**src/rtl/pow2_pkg.sv**
```systemverilog
// Shared definitions for the power-of-two reconstruction block.
//   pow2_state_e : controller states (IDLE, SHIFT, DONE)
//   W_DEF/NW_DEF : default data width and shift-amount width
package pow2_pkg;

  localparam int W_DEF  = 16;
  localparam int NW_DEF = 4;

  typedef enum logic [1:0] {
    IDLE  = 2'd0,
    SHIFT = 2'd1,
    DONE  = 2'd2
  } pow2_state_e;

endpackage : pow2_pkg

```
**src/rtl/low_mask.sv**
```systemverilog
// Thermometer mask generator: mask = (1 << k) - 1, i.e. bits [k-1:0] set.
// Thermometer counterpart of a one-hot decoder; k = 0 yields all zeros.
// Ports:
//   k    : input  [NW-1:0] number of low bits to set
//   mask : output [W-1:0]  thermometer mask
module low_mask
  import pow2_pkg::*;
#(
  parameter int W  = W_DEF,
  parameter int NW = NW_DEF
) (
  input  logic [NW-1:0] k,
  output logic [W-1:0]  mask
);

  logic [31:0] k_ext;

  assign k_ext = 32'(k);

  always_comb begin
    mask = '0;
    for (int i = 0; i < W; i++) begin
      mask[i] = (32'(i) < k_ext);
    end
  end

endmodule : low_mask

```
**src/rtl/pow2_reconstruct.sv**
```systemverilog
// Sequential reconstruction m = (q << n) | (r & ((1<<n)-1)), one shift per clock.
// Handshake: a transfer happens on a rising edge where valid & ready are both
// high; the producer holds its data stable until that edge, and valid never
// depends combinationally on ready in this block.
// Ports:
//   clk, rst_n          : clock, asynchronous active-low reset
//   in_valid / in_ready : operand handshake (in_ready high only in IDLE)
//   q, n, r             : quotient, shift amount (0..W-1), remainder
//   out_valid/out_ready : result handshake (out_valid high only in DONE)
//   m                   : reconstructed value (registered)
//   ovf                 : a 1-bit was shifted out of bit W-1 (registered)
//   rem_err             : r had set bits at positions >= n (registered)
module pow2_reconstruct
  import pow2_pkg::*;
#(
  parameter int W  = W_DEF,
  parameter int NW = NW_DEF
) (
  input  logic          clk,
  input  logic          rst_n,
  input  logic          in_valid,
  output logic          in_ready,
  input  logic [W-1:0]  q,
  input  logic [NW-1:0] n,
  input  logic [W-1:0]  r,
  output logic          out_valid,
  input  logic          out_ready,
  output logic [W-1:0]  m,
  output logic          ovf,
  output logic          rem_err
);

  pow2_state_e   state_q, state_d;
  logic [W-1:0]  acc_q, acc_d;
  logic [NW-1:0] cnt_q, cnt_d;
  logic [W-1:0]  r_q, r_d;
  logic [NW-1:0] n_q, n_d;
  logic          ovf_acc_q, ovf_acc_d;
  logic [W-1:0]  m_q, m_d;
  logic          ovf_q, ovf_d;
  logic          rem_err_q, rem_err_d;
  logic [W-1:0]  rem_mask;

  low_mask #(
    .W  (W),
    .NW (NW)
  ) u_low_mask (
    .k    (n_q),
    .mask (rem_mask)
  );

  assign in_ready  = (state_q == IDLE);
  assign out_valid = (state_q == DONE);
  assign m         = m_q;
  assign ovf       = ovf_q;
  assign rem_err   = rem_err_q;

  always_comb begin
    state_d   = state_q;
    acc_d     = acc_q;
    cnt_d     = cnt_q;
    r_d       = r_q;
    n_d       = n_q;
    ovf_acc_d = ovf_acc_q;
    m_d       = m_q;
    ovf_d     = ovf_q;
    rem_err_d = rem_err_q;

    case (state_q)
      IDLE: begin
        if (in_valid) begin
          acc_d     = q;
          cnt_d     = n;
          r_d       = r;
          n_d       = n;
          ovf_acc_d = 1'b0;
          state_d   = SHIFT;
        end
      end

      SHIFT: begin
        if (cnt_q != '0) begin
          ovf_acc_d = ovf_acc_q | acc_q[W-1];
          acc_d     = {acc_q[W-2:0], 1'b0};
          cnt_d     = cnt_q - NW'(1);
        end else begin
          // Low n bits of acc are zero after shifting, so the OR is disjoint.
          m_d       = acc_q | (r_q & rem_mask);
          rem_err_d = |(r_q & ~rem_mask);
          // Overflow is published only at completion so the visible flag
          // stays with the result it describes while the next op runs.
          ovf_d     = ovf_acc_q;
          state_d   = DONE;
        end
      end

      DONE: begin
        if (out_ready) begin
          state_d = IDLE;
        end
      end

      default: begin
        state_d = IDLE;
      end
    endcase
  end

  always_ff @(posedge clk or negedge rst_n) begin
    if (!rst_n) begin
      state_q   <= IDLE;
      acc_q     <= '0;
      cnt_q     <= '0;
      r_q       <= '0;
      n_q       <= '0;
      ovf_acc_q <= 1'b0;
      m_q       <= '0;
      ovf_q     <= 1'b0;
      rem_err_q <= 1'b0;
    end else begin
      state_q   <= state_d;
      acc_q     <= acc_d;
      cnt_q     <= cnt_d;
      r_q       <= r_d;
      n_q       <= n_d;
      ovf_acc_q <= ovf_acc_d;
      m_q       <= m_d;
      ovf_q     <= ovf_d;
      rem_err_q <= rem_err_d;
    end
  end

endmodule : pow2_reconstruct

```
**config.mk**
```make
export PLATFORM = sky130hd
export DESIGN_NAME = pow2_reconstruct
export DESIGN_NICKNAME = d
export VERILOG_FILES = /design/src/rtl/pow2_pkg.sv /design/src/rtl/low_mask.sv /design/src/rtl/pow2_reconstruct.sv
export SDC_FILE = /design/constraint.sdc
export NUM_CORES = 1
export LEC_CHECK = 0
export ABC_CLOCK_PERIOD_IN_PS = 2000
export BUFFER_PORTS_ARGS = -buffer_cell sky130_fd_sc_hd__buf_4
export CORE_ASPECT_RATIO = 1.2
export CORE_MARGIN = 5
export CORE_UTILIZATION = 40
export CTS_BUF_LIST = sky130_fd_sc_hd__clkbuf_8
export DETAILED_ROUTE_END_ITERATION = 16
export PLACE_DENSITY = 0.64
export SLEW_MARGIN = 5
export SYNTH_ARGS = -nofsm -noshare
export SYNTH_HDL_FRONTEND = slang
export SYNTH_HIERARCHICAL = 1
export SYNTH_SLANG_ARGS = --single-unit
```
**constraint.sdc**
```tcl
create_clock -name clk -period 2 [get_ports clk]
set_input_delay 0 -clock clk [delete_from_list [all_inputs] [get_ports clk]]
set_output_delay 0 -clock clk [all_outputs]
set_load 0.005 [all_outputs]
```
Word level (Yosys, flattened, before mapping) --
Cells that the tools add are included. Widths: inputs -> output; s select.
Word-level totals: register bits after elaboration 61, latch bits 0, memory bits (writable) 0, memory bits (read-only) 0, bits of input ports 40, output and inout port bits 20, logic and storage cells 59, memories 0
Cells by class: add/subtract/negate cells 1, multipliers 0, div/mod/pow operators 0, $lt $le $gt $ge 16, equal/unequal tests 6, shifts and indexed selects 0, muxes and demuxes 13, bitwise operators 6, reduce and logical (&&, ||, !) cells 8
Operators with widths (count):
- $and 16x16->16 | 2
- $lt 4x4->1 const A | 8
- $mux 16 | 2
- $pmux 16 s2 | 1
- $lt 3x4->1 const A | 4
- $not 16->16 | 1
- $or 16x16->16 | 1
- $reduce_or 16->1 | 1
- $lt 1x4->1 const A | 2
- $lt 2x4->1 const A | 2
- $mux 4 | 2
- $pmux 4 s2 | 1
- $mux 2 | 3
- $ne 2x2->1 const B | 3
- $pmux 2 s3 | 1
- $reduce_and 3->1 | 2
- $reduce_and 2->1 | 2
- $reduce_bool 4->1 | 1
- $sub 4x1->4 const B | 1
- $eq 2x1->1 const B | 1
- $eq 2x2->1 const B | 1
- $logic_not 2->1 | 1
- $mux 1 | 2
- $ne 2x1->1 const B | 1
- other kinds (4) | 4

Logic depth before layout (Yosys ltp) --
depth in word-level cells 4, mapped depth 7, mapped depth without buffers 6

Modules after synthesis --
The synthesis kept the hierarchy.
Modules (own cells, without submodules):
- pow2_reconstruct | instances 1, cells an instance 298, area each 2687.6 sq um, sequential area each 1526.5 sq um
- low_mask | instances 1, cells an instance 26, area each 148.9 sq um, sequential area each 0.0 sq um

Worst setup path before layout --
Ideal clock, no wire load.
path type register to register, start register cnt_q[0], end register m_q[10], in the netlist m[10], setup time 0.133 ns, arrival 1.366 ns, data required time 1.867 ns, path slack 0.501 ns, cell stages (with the launch flop) 8, path buffers 1, clock period less this slack 1.499 ns, cells stage by stage dfrtp_1 -> inv_1 -> ha_1 -> nor3b_2 -> nand2_2 -> buf_2 -> nand2_1 -> o21ai_0
Between the ends: word-level cells in the longest chain between the ends 3
Ends and longest elaborated chain:
- start: declaration | RTL line pow2_reconstruct.sv:35 | logic [NW-1:0] cnt_q, cnt_d;
- start signal: assignment | RTL line pow2_reconstruct.sv:123 | cnt_q <= cnt_d;
- $reduce_bool 4->1 | RTL line pow2_reconstruct.sv:82 | if (cnt_q != '0) begin
- $not 1->1 (no source line)
- $reduce_and 2->1 (no source line)
- end signal: assignment | RTL line pow2_reconstruct.sv:127 | m_q <= m_d;
- end: declaration | RTL line pow2_reconstruct.sv:39 | logic [W-1:0] m_q, m_d;
Every way passes these cells. A chain may end at the register's enable or synchronous reset.

Final worst setup path --
start register cnt_q[0], end register cnt_q[3]
Between the ends: word-level cells in the longest chain between the ends 3, elaborated cells between the ends (all ways) 6, classes of those cells add/sub (1); eq/ne (1); mux (2); reduce/logical (2)
Ends and longest elaborated chain (RTL line):
- $sub 4x1->4 or $reduce_bool 4->1 (tied branches) | pow2_reconstruct.sv:85, pow2_reconstruct.sv:82
- $mux 4 or $ne 2x2->1 (tied branches)
- $pmux 4 s2 or $reduce_and 3->1 (tied branches)
Several ways; a longest one is shown, not always the timed one. The select of a mux whose other input is x is not followed.

==> results.toml <==
[final_layout]
areaGrowthSynthToFinish_pct = 39.0
multi_input_area_sq_um = 1150
antenna_cells = 0
fin_area_sq_um = 3940
drive_above_1_share = 0.213
nFillCells = 635
nets = 458
seqCellArea_sq_um = 1530

[setup_path]
critPathSlowestCell = "o21ai_4"
crit_path_max_incr_delay_ns = 0.62
end_kind = "flop"
critPathMaxFanout = 36
cp-start-kind = "flop"
critPathKind = "flop to flop"
crit_top_cell = "a21oi_1"
worstPathArrival_ns = 2.06
crit_required_ns = 2.26
crit_chain = "inv_1 -> ha_1 -> nor3b_2 -> o21ai_4 -> a21oi_1 -> a21oi_1"

[placement]
portBuffers = 59
globalplace.congestion = 0.796
place_area_sq_um = 3300
hpwl_um = 4890

[route]
wirelength_um = 6850
avgRoutedWirePerCell_um = 13.4
postRouteAntennaNets = 0
drcViolationCount = 0
vias = 2458
vias_per_cell = 4.83
drt_pass1_iterations = 4
drt_iter0_drc = 139

[synth]
synth_flop_cell = "dfrtp_1"
syn_nets = 365
ys_seq_elements = 61
ys_seq_area_frac = 0.538
async_reset_ff_frac = 1.00
ys_warn_count = 6
netlist_instances = 324
syn_area_sq_um = 2840
syn_avg_cell_area_sq_um = 8.75
synth_edf_count = 0
synth_cell_types = 36

[timing]
max_clock_freq_ghz = 0.554
grt_setup_unrepaired = "no"
slew_headroom = 0.475
maxSlewViolCount = 0
fin_crit_ns = 1.81
period_share = 0.903
skew_ns = 0.00697
whs_ns = 0.129
tns_ns = 0
finalSetupViolations = 0
hold_viol = 0
worstMarginPinSlew_ns = 0.784

[floorplan]
fp.coreArea_sq_um = 6850
fp.dieH_um = 102
ioPinCount = 60
dieArea_sq_um = 8880
row_count = 33
initial_core_util = 0.414
die_w_um = 86.9

[global_route]
grt_use_met1 = 0.224
globalRouteTotalUtil = 0.167
grt_overflow = 0
grt_first_pass_wirelength_um = 11300
antenna_found_initial = 0
use_met2 = 0.262
gr-usage-met3 = 0.0371
top_usage_layer = "met2"
grt_pass1_vias = 2312
grt_max_degree = 62

[clock_network]
clockBufferDepth = 2
clock_latency_ns = 0.33
cts_tree = "built"
cts_setup_buffers = 0
cts_root_buf = "clkbuf_8"
clkSinkCount = 61
cts_resized = 0
cts_buffers = 9
cts_hold_buf = 38
clk_pin_slew_ns = 0.07
htree_levels = 3

[power_and_ir_drop]
p_comb_frac = 0.374
sw_frac_of_total = 0.363
p_sw_mw = 2.18
p_per_area_nw_per_um2 = 1520
total_power_mw = 6.01
seqPwrFrac = 0.395
p_leak_nw = 1.91
p_int_mw = 3.83
pwr-share-clk = 0.230
ir_drop_v = 0.000684

[run_status]
status = "finished, final reports clean"

[hold_path]
hp-class = "primary input to flop"

[job]
max-cap-violations = 0
==> path summary, 6_finish.rpt <==
check | startpoint | endpoint | slack [ns] | cells past startpoint
min | in_valid | r_q[13] | 0.13 | 4
max | cnt_q[0] | cnt_q[3] | 0.19 | 6
min in group asynchronous | rst_n | state_q[0] | 0.28 | 2
max reg2reg | cnt_q[0] | cnt_q[3] | 0.19 | 6
max in group asynchronous | rst_n | acc_q[6] | 1.23 | 2
min reg2reg | m[2] | m[2] | 0.48 | 2
==> cells by family (layout without fill, tap and decap cells) <==
family          after synthesis  after routing  synth area share
buf+inv                      29            127            0.0547
fa+ha+maj                     1              1           0.00441
mux                           2              2           0.00794
other cells                   1              1           0.00132
compound gates               75             75             0.160
simple gates                155            155             0.234
flops                        61             61             0.538
==> placed cells by master, fill, tap and decap left out, types with 2 or more instances in the layout <==
| cell | n |
|---|---|
| o21ai_0 | 25 |
| nand2_1 | 103 |
| a31oi_1 | 15 |
| bufinv_16 | 3 |
| dfrtp_1 | 61 |
| o2111ai_1 | 4 |
| clkbuf_8 | 12 |
| inv_1 | 10 |
| buf_4 | 64 |
| a21oi_1 | 22 |
| nor2_1 | 26 |
| or3_1 | 2 |
| dlygate4sd3_1 | 38 |
| nand2b_1 | 14 |
| mux2_2 | 2 |
==> metal layers <==
metal / part of all wire / routed length (um) / vias to the layer above
met5: 0 / 0 / -
met4: 0.012 / 85 / 0
met3: 0.055 / 379 / 6
met2: 0.49 / 3370 / 52
met1: 0.44 / 3010 / 1141
li1: - / - / 1259
==> registers in the layout, indices dropped and copies added, names as in the netlist <==
name / cells
r_q: 16
ovf_acc_q: 1
rem_err: 1
ovf: 1
cnt_q: 4
m: 16
acc_q: 16
n_q: 4
state_q: 2
==> final cells by class <==
cell class | count | share of cell area
clock inverter | 4 | 0.0238
timing repair buffer | 102 | 0.218
clock buffer | 12 | 0.0419
inverter | 9 | 0.00857
multi-input combinational | 234 | 0.293
tap | 87 | 0.0276
sequential | 61 | 0.387
==> Yosys cell counts, types with 2 or more instances <==
library cell,instances,area (sq um)
a31oi_1,15,93.8
a21oi_1,22,110
clkbuf_1,3,11.3
buf_2,10,50.1
o2111ai_1,4,35.0
nor2_1,26,97.6
nand2b_1,14,87.6
dfrtp_1,61,1530
buf_4,5,37.5
nand2_1,103,387
o21ai_0,25,125
mux2_2,2,22.5
buf_6,2,22.5
or3_1,2,12.5
inv_1,9,33.8
==> critical path: cells and delay by family, from the launching register on <==
| family | cells | cell delay (ns) |
|---|---|---|
| compound gates | 3 | 0.89 |
| flops | 1 | 0.34 |
| fa+ha+maj | 1 | 0.23 |
| simple gates | 1 | 0.20 |
| buf+inv | 1 | 0.06 |
==> metrics by stage <==
step / utilization / cells / setup WS (ns)
after CTS: 0.575 / 509 / 0.188
after floorplan: - / 324 / 0.501
after global routing: 0.575 / 509 / 0.00687
after global placement: 0.482 / 455 / 0.253
final: 0.575 / 509 / 0.194
after detailed placement: 0.482 / 455 / 0.206
==> power by group through the flow <==
stage | Combinational, mW | Clock, mW | Sequential, mW
6_report | 2.25 | 1.38 | 2.37
2_1_floorplan | 1.67 | 0 | 2.19
4_1_cts | 2.28 | 1.42 | 2.37
5_1_grt | 2.58 | 1.47 | 2.46
3_3_place_gp | 2.16 | 0 | 2.38
3_5_place_dp | 2.22 | 0 | 2.39
(Power assumes the default switching activity.)
